$ cat config.mk
export PLATFORM = sky130hd
export DESIGN_NAME = kws_psum_engine
export DESIGN_NICKNAME = d
export VERILOG_FILES = /design/src/rtl/kws_psum_engine.sv
export SDC_FILE = /design/constraint.sdc
export NUM_CORES = 1
export LEC_CHECK = 0
export BUFFER_PORTS_ARGS = -buffer_cell sky130_fd_sc_hd__clkbuf_2
export CORE_AREA = 2 2 435 437
export CTS_BUF_LIST = sky130_fd_sc_hd__clkbuf_4 sky130_fd_sc_hd__clkbuf_8 sky130_fd_sc_hd__clkbuf_16
export DETAILED_ROUTE_END_ITERATION = 8
export DIE_AREA = 0 0 437 439
export GPL_TIMING_DRIVEN = 0
export PLACE_DENSITY = 0.31
export SYNTH_ARGS = -nofsm -noshare
export SYNTH_HDL_FRONTEND = slang
export SYNTH_SLANG_ARGS = --single-unit
$ cat constraint.sdc
create_clock -name clk -period 13.6 [get_ports clk]
set_input_delay 2.72 -clock clk [delete_from_list [all_inputs] [get_ports clk]]
set_output_delay 2.72 -clock clk [all_outputs]
set_load 0.05 [all_outputs]
$ cat src/rtl/kws_psum_engine.sv
// KWS accelerator compute controller: serial word loader, PE launch and done collection,
// saturating partial-sum accumulation, optional ReLU and MSB-first serial result output.
module kws_psum_engine #(
  parameter int DATA_W = 64,
  parameter int NUM_PE = 16
) (
  input  logic                     clk,
  input  logic                     reset_n,
  input  logic                     serial_data_in,
  input  logic                     serial_load_enable,
  output logic [DATA_W-1:0]        load_word,
  output logic                     load_word_valid,
  input  logic                     start_computation,
  input  logic                     relu_bypass,
  output logic                     pe_start,
  input  logic [NUM_PE-1:0]        pe_done,
  input  logic [NUM_PE*DATA_W-1:0] pe_psum,
  output logic                     busy,
  output logic                     serial_data_out,
  output logic                     serial_out_valid,
  output logic                     overflow,
  output logic                     computation_done
);

  localparam int CNT_W = $clog2(DATA_W);
  localparam int IDX_W = (NUM_PE > 1) ? $clog2(NUM_PE) : 1;
  localparam logic [CNT_W-1:0] LAST_BIT = CNT_W'(DATA_W - 1);
  localparam logic [IDX_W-1:0] LAST_PE  = IDX_W'(NUM_PE - 1);
  localparam logic [DATA_W-1:0] SAT_MAX = {1'b0, {(DATA_W-1){1'b1}}};
  localparam logic [DATA_W-1:0] SAT_MIN = {1'b1, {(DATA_W-1){1'b0}}};

  typedef enum logic [2:0] {IDLE, WAIT_PE, ACCUM, ACT, SHIFT, DONE} state_t;

  state_t state, next_state;

  logic [DATA_W-1:0] shift_reg;
  logic [CNT_W-1:0]  bit_cnt;
  logic [CNT_W-1:0]  out_cnt;
  logic [NUM_PE-1:0] mask;
  logic [NUM_PE-1:0] mask_next;
  logic [IDX_W-1:0]  idx;
  logic [DATA_W-1:0] acc;
  logic [DATA_W-1:0] result;
  logic [DATA_W-1:0] psum_sel;
  logic [DATA_W:0]   sum_ext;
  logic [DATA_W-1:0] acc_sat;
  logic              sat_hit;
  logic              start_ok;
  logic              ser_active;

  // Done pulses arriving alongside pe_start belong to the previous launch and are dropped.
  always_comb begin
    ser_active = (state == IDLE) || (state == DONE);
    start_ok   = start_computation && ser_active;
    mask_next  = mask | (pe_start ? '0 : pe_done);
    psum_sel   = pe_psum[int'(idx)*DATA_W +: DATA_W];
    sum_ext    = {acc[DATA_W-1], acc} + {psum_sel[DATA_W-1], psum_sel};
    sat_hit    = sum_ext[DATA_W] != sum_ext[DATA_W-1];
    acc_sat    = sat_hit ? (sum_ext[DATA_W] ? SAT_MIN : SAT_MAX) : sum_ext[DATA_W-1:0];
  end

  always_ff @(posedge clk or negedge reset_n) begin
    if (!reset_n) state <= IDLE;
    else          state <= next_state;
  end

  always_comb begin
    next_state       = state;
    busy             = 1'b0;
    serial_out_valid = 1'b0;
    serial_data_out  = 1'b0;
    computation_done = 1'b0;
    case (state)
      IDLE: begin
        if (start_computation) next_state = WAIT_PE;
      end
      WAIT_PE: begin
        busy = 1'b1;
        if (&mask_next) next_state = ACCUM;
      end
      ACCUM: begin
        busy = 1'b1;
        if (idx == LAST_PE) next_state = ACT;
      end
      ACT: begin
        busy       = 1'b1;
        next_state = SHIFT;
      end
      SHIFT: begin
        busy             = 1'b1;
        serial_out_valid = 1'b1;
        serial_data_out  = result[DATA_W-1];
        if (out_cnt == LAST_BIT) next_state = DONE;
      end
      DONE: begin
        computation_done = 1'b1;
        if (start_computation) next_state = WAIT_PE;
      end
      default: next_state = IDLE;
    endcase
  end

  // The word is captured including the bit arriving in the completing cycle.
  always_ff @(posedge clk or negedge reset_n) begin
    if (!reset_n) begin
      shift_reg       <= '0;
      bit_cnt         <= '0;
      load_word       <= '0;
      load_word_valid <= 1'b0;
    end else begin
      load_word_valid <= 1'b0;
      if (ser_active && serial_load_enable) begin
        shift_reg <= {shift_reg[DATA_W-2:0], serial_data_in};
        if (bit_cnt == LAST_BIT) begin
          load_word       <= {shift_reg[DATA_W-2:0], serial_data_in};
          load_word_valid <= 1'b1;
          bit_cnt         <= '0;
        end else begin
          bit_cnt <= bit_cnt + 1'b1;
        end
      end
    end
  end

  always_ff @(posedge clk or negedge reset_n) begin
    if (!reset_n) begin
      pe_start <= 1'b0;
      mask     <= '0;
      idx      <= '0;
      acc      <= '0;
      overflow <= 1'b0;
      result   <= '0;
      out_cnt  <= '0;
    end else begin
      pe_start <= start_ok;
      if (start_ok) begin
        mask     <= '0;
        acc      <= '0;
        overflow <= 1'b0;
        idx      <= '0;
      end
      case (state)
        WAIT_PE: begin
          mask <= mask_next;
          idx  <= '0;
        end
        ACCUM: begin
          acc <= acc_sat;
          if (sat_hit) overflow <= 1'b1;
          idx <= (idx == LAST_PE) ? '0 : idx + 1'b1;
        end
        ACT: begin
          result  <= (!relu_bypass && acc[DATA_W-1]) ? '0 : acc;
          out_cnt <= '0;
        end
        SHIFT: begin
          result  <= {result[DATA_W-2:0], 1'b0};
          out_cnt <= out_cnt + 1'b1;
        end
        default: ;
      endcase
    end
  end

endmodule

-- Word level (Yosys, flattened, before mapping)
Index checks and enable logic that the tools add are counted.
Widths: inputs -> output; s select.
- latch bits: 0
- output and inout bits: 71
- memories kept: 0
- register bits: 293
- bits in read-only memories: 0
- RAM bits: 0
- word-level logic and storage cells: 74
- bits of input ports: 1046
- reductions and logical operators: 15
- muxes and demuxes: 28
- bitwise gates (word level): 1
- shift-type cells: 1
- $lt $le $gt $ge: 0
- add/subtract/negate cells: 4
- divide/modulo/power cells: 0
- multipliers: 0
- equal/unequal tests: 13
- operators with widths (operator ; count):
    $shiftx 1024x11->64 ; 1
    $mux 64 ; 5
    $pmux 64 s2 ; 1
    $add 64x64->65 ; 1
    $mux 16 ; 3
    $or 16x16->16 ; 1
    $reduce_and 16->1 ; 1
    $pmux 3 s5 ; 1
    $add 6x1->6 const B ; 2
    $eq 6x6->1 const B ; 2
    $mux 3 ; 4
    $pmux 6 s2 ; 1
    $mux 1 ; 9
    $mux 4 ; 2
    $pmux 4 s2 ; 1
    $eq 3x2->1 const B ; 2
    $eq 3x3->1 const B ; 2
    $mux 6 ; 1
    $ne 2x2->1 const B ; 3
    $reduce_bool 2->1 ; 3
    $add 4x1->4 const B ; 1
    $eq 4x4->1 const B ; 1
    $reduce_and 4->1 ; 1
    $reduce_or 4->1 ; 1
    other kinds (10) ; 12

-- Depth between registers and ports, before layout
- word-level depth: 6
- mapped depth: 19
- depth with buffers taken out: 15

-- Worst setup path after synthesis
No wires, ideal clock.
- path kind: input -> register
- start: in pe_psum[960]
- end: reg acc[50]
- library setup time: 0.125 ns
- path slack: 6.937 ns
- data required time: 13.475 ns
- buffers on the path: 0
- arrival: 6.538 ns
- stages on the path: 15
- path through: mux4_2 > mux4_2 > ha_1 > fa_1 > a211oi_1 > o211ai_1 > a21oi_1 > o21ai_1 > a221o_1 > a41oi_2 > o21ai_1 > a221oi_1 > or3_1 > nor4bb_1 > o21ai_1
- cells in the longest elaborated chain, start to end: 5
- elaborated cells between the ends (all ways): 6
- classes of those cells: add/sub (1); eq/ne (1); shift (1); mux (3)
- ends and longest elaborated chain (what ; RTL line ; text):
    from (decl) ; 17 ; input logic [NUM_PE*DATA_W-1:0] pe_psum,
    $shiftx 1024x11->64 * ; 56 ; psum_sel = pe_psum[int'(idx)*DATA_W +: DATA_W];
    $add 64x64->65 * ; 57 ; sum_ext = {acc[DATA_W-1], acc} + {psum_sel[DATA_W-1], psum_sel};
    $mux 64 / $ne 1x1->1 (equally long branches) ; 59, 58 ;
    $mux 64 * ; 59 ; acc_sat = sat_hit ? (sum_ext[DATA_W] ? SAT_MIN : SAT_MAX) : sum_ext[DATA_W-1:0];
    $mux 64 * ; 142 ; case (state)
    to (signal assigned) ; 148 ; acc <= acc_sat;
    to (decl) ; 42 ; logic [DATA_W-1:0] acc;
Mark *: on every way between the ends. The rest lies on a longest branch, timed or not.
A chain may end at the register's enable or synchronous reset.

-- Worst setup path after layout
- start: reg idx[0]
- end: reg acc[55]
- cells in the longest elaborated chain, start to end: 5
- elaborated cells between the ends (all ways): 6
- classes of those cells: add/sub (1); eq/ne (1); shift (1); mux (3)
- ends and longest elaborated chain (what ; RTL line ; text):
    from (decl) ; 41 ; logic [IDX_W-1:0] idx;
    from (signal assigned) ; 150 ; idx <= (idx == LAST_PE) ? '0 : idx + 1'b1;
    $shiftx 1024x11->64 * ; 56 ;
    $add 64x64->65 * ; 57 ;
    $mux 64 / $ne 1x1->1 (equally long branches) ; 59, 58 ;
    $mux 64 * ; 59 ;
    $mux 64 * ; 142 ;
Marks and branches as above.

==> results_dict.tcl <==
set metrics [dict create \
    cts_sinks 293 \
    grt.busiest_layer "met2" \
    period_share 0.6642 \
    hpwl_mm 155.9 \
    synth_commonest_cells "594 x nand2_1, 320 x mux4_2, 293 x dfrtp_1" \
    rr_worst_depth 18 \
    yosys.area.top_type "dfrtp_1" \
    slew_violations 0 \
    ys.flop_type "dfrtp_1" \
    sequentialPowerShare 0.250 \
    row_count 159 \
    ir_worst_vdd_mv 0.07014 \
    fillers 21292 \
    viasPerCell 4.086 \
    cts_hold_buf 0 \
    yosysWarnings 0 \
    ys_types 74 \
    crit_path_end_kind "flip-flop" \
    powerDensity_nw_per_um2 152.4 \
    worst_pin_slew_ps 1293 \
    finalSetupTns_ps 0 \
    crit_type "reg -> reg" \
    finalHoldViolations 0 \
    die_y_um 439 \
    rrSetupSlack_ps 4570 \
    synth.area.top_cells "dfrtp_1 31%, mux4_2 31%, nand2_1 9.5%" \
    post-route-min-period_ps 9033 \
    max_freq_mhz 110.7 \
    gp_congestion 0.9148 \
    grt_pass1_wl_mm 233.1 \
    die_area_um2 191800 \
    dr.pass1.iters 7 \
    yosysSeqAreaShare 0.3126 \
    status "finished clean" \
    worst_setup_path_start_kind "flip-flop" \
    arrival_ps 9500 \
    pwr-share-clk 0.200 \
    drc 0 \
    hold_depth 2 \
    cp.required_ps 14070 \
    yosysMostFrequentCell "nand2_1" \
    layout.nets 4596 \
    io_pins 1117 \
    worstHoldPathType "reg -> reg" \
    avgRoutedWirePerCell_um 29.25 \
    p_sw_frac 0.4534 \
    coreArea_um2 187000 \
    ant_nets 0 \
    endpoint "acc[55]$_DFFE_PN0P_" \
    use_met2 0.3277 \
    startpoint "idx[0]$_DFFE_PN0P_" \
    drt-total-wl_mm 176.9 \
    async_flop_share 1.000 \
    maxSlewHeadroom 0.1381 \
    antenna_found_initial 93 \
    gr-usage-met3 0.03018 \
    reg.largest.list "acc: 64 flops, load_word: 64 flops, result: 64 flops" \
    final_util 0.1799 \
    rsz0062_at_grt "false" \
    synthToLayoutAreaGrowth_pct 43.39 \
    clockBufferDepth 3 \
    r2r-end "acc[55]$_DFFE_PN0P_" \
    grt-ovfl-total 0 \
    clk_transition_reported_paths_ps 60 \
    grt_use_total 0.1781 \
    cts_setup_buffers 0 \
    synth_top_area_frac 0.3126 \
    max_cap_viol_count 0 \
    drtIter0Drc 1707 \
    grt_max_degree 88 \
    grt_use_met1 0.2072 \
    p_comb_frac 0.550 \
    setup_viol 0 \
    tritoncts "done" \
    ys_ff_latch 293 \
    p_leak_nw 15.22 \
    p_int_mw 2.802 \
    drive_above_1_share 0.4501 \
    synth.net_count 3437 \
    clkLatencyLatePin_ps 550 \
    synth_edf_count 0 \
    cts_resized 0 \
    vias 24711 \
    syn_area_um2 23460 \
    start_util 0.1254 \
    skew_ps 29.45 \
    root_buffer "clkbuf_16" \
    synthCells 2323 \
    post_synth.cell_area_avg_um2 10.10 \
    regToRegStartpoint "idx[0]$_DFFE_PN0P_" \
    grt_pass1_vias 25861 \
    power_switching_mw 2.325 \
    cts_max_level 2 \
    cts_buffers 38 \
    crit_fanout 11 \
    portBuffers 1116 \
    fp.dieW_um 437 \
    power_mw 5.127 \
]
## worst max-delay path, cell delays in order (launching register included)
cell and delay (ps):
dfrtp_1 360, clkbuf_1 950, clkbuf_2 870, buf_1 940
mux4_2 780, mux4_2 580, ha_1 290, buf_2 190
nand2_1 190, or4_1 610, nor3_1 470, o211ai_1 440
a31oi_2 480, a21boi_2 200, o21ai_4 220, xor2_4 630
buf_2 410, a21oi_1 70, a22oi_1 190
## routing by layer
| layer | share of wire | vias up |
|---|---|---|
| li1 | - | 11080 |
| met1 | 0.38 | 12451 |
| met2 | 0.52 | 944 |
| met3 | 0.057 | 222 |
| met4 | 0.046 | 14 |
| met5 | 0.00054 | - |
## placed cells by master, fill, tap and decap left out, types with 4 or more instances in the layout
| cell | n |
|---|---|
| o31ai_1 | 6 |
| clkbuf_8 | 11 |
| clkbuf_16 | 39 |
| nand2b_1 | 7 |
| nand2_1 | 594 |
| a211oi_1 | 8 |
| clkbuf_2 | 1124 |
| and2_1 | 5 |
| xor2_1 | 20 |
| ha_1 | 67 |
| clkbuf_1 | 136 |
| or2_2 | 4 |
| a21o_1 | 27 |
| xnor2_1 | 39 |
| mux4_2 | 320 |
| o21ai_0 | 67 |
| diode_2 | 42 |
| and3_1 | 10 |
| buf_6 | 6 |
| inv_1 | 23 |
| nor2b_1 | 7 |
| buf_1 | 27 |
| o21ai_1 | 35 |
| o21a_1 | 12 |
| nand3_1 | 77 |
| o21ai_2 | 30 |
| o211ai_1 | 11 |
| or3_1 | 5 |
| dfrtp_1 | 293 |
| a21oi_1 | 101 |
| a31oi_1 | 72 |
| nor3_1 | 13 |
| o22ai_1 | 10 |
| clkbuf_4 | 4 |
| nand4_1 | 25 |
| nor2_1 | 169 |
| buf_2 | 12 |
| clkinv_2 | 9 |
| o21bai_1 | 17 |
## area by class of cell
cell class	count	area (um^2)	share of cell area
multi-input combinational	1817	15270	0.4539
sequential	293	7332	0.2180
timing repair buffer	1119	5677	0.1688
tap	2495	3122	0.09282
clock buffer	53	1144	0.03400
buffer	190	784.5	0.02333
clock inverter	15	117.6	0.003497
antenna	42	105.1	0.003125
inverter	23	86.33	0.002567
## cell families (layout without fill, tap and decap cells)
group | Yosys count | count (layout) | share of synthesized area
compound gates | 439 | 439 | 0.1208
xor+xnor | 60 | 60 | 0.02320
fa+ha+maj | 68 | 68 | 0.03659
buf+inv | 213 | 1400 | 0.03659
flops | 293 | 293 | 0.3126
mux | 322 | 322 | 0.3081
other cells | 0 | 42 | 0
simple gates | 928 | 928 | 0.1621
## per-stage QoR
step           cell area (um^2)  hold slack [ps]  setup slack (ps)  instances
6_report                  33630            474.0              4567       6047
5_1_grt                   33600            502.4              4182       6034
4_1_cts                   33530            478.4              4285       6005
3_5_place_dp              32270            464.1              4326       5937
3_3_place_gp              32160            462.8              2164       5934
2_1_floorplan             23460            437.8              6937       2323
## worst min path at each step
stage	start	endpoint
final	load_word[31]$_DFFE_PN0P_	load_word[31]$_DFFE_PN0P_
after CTS	load_word[35]$_DFFE_PN0P_	load_word[35]$_DFFE_PN0P_
after global routing	bit_cnt[5]$_DFFE_PN0P_	bit_cnt[5]$_DFFE_PN0P_
after global placement	load_word[22]$_DFFE_PN0P_	load_word[22]$_DFFE_PN0P_
after detailed placement	load_word[35]$_DFFE_PN0P_	load_word[35]$_DFFE_PN0P_
after floorplan	bit_cnt[5]$_DFFE_PN0P_	bit_cnt[5]$_DFFE_PN0P_
## power by group through the flow
stage          clock [mW]  combinational [mW]  sequential, mW
5_1_grt              1.10                3.11            1.32
2_1_floorplan           0                1.86            1.23
4_1_cts              1.07                2.88            1.29
3_3_place_gp            0                2.87            1.30
3_5_place_dp            0                2.86            1.30
6_report             1.02                2.82            1.28
No activity file was read; power rests on OpenSTA's default activity.
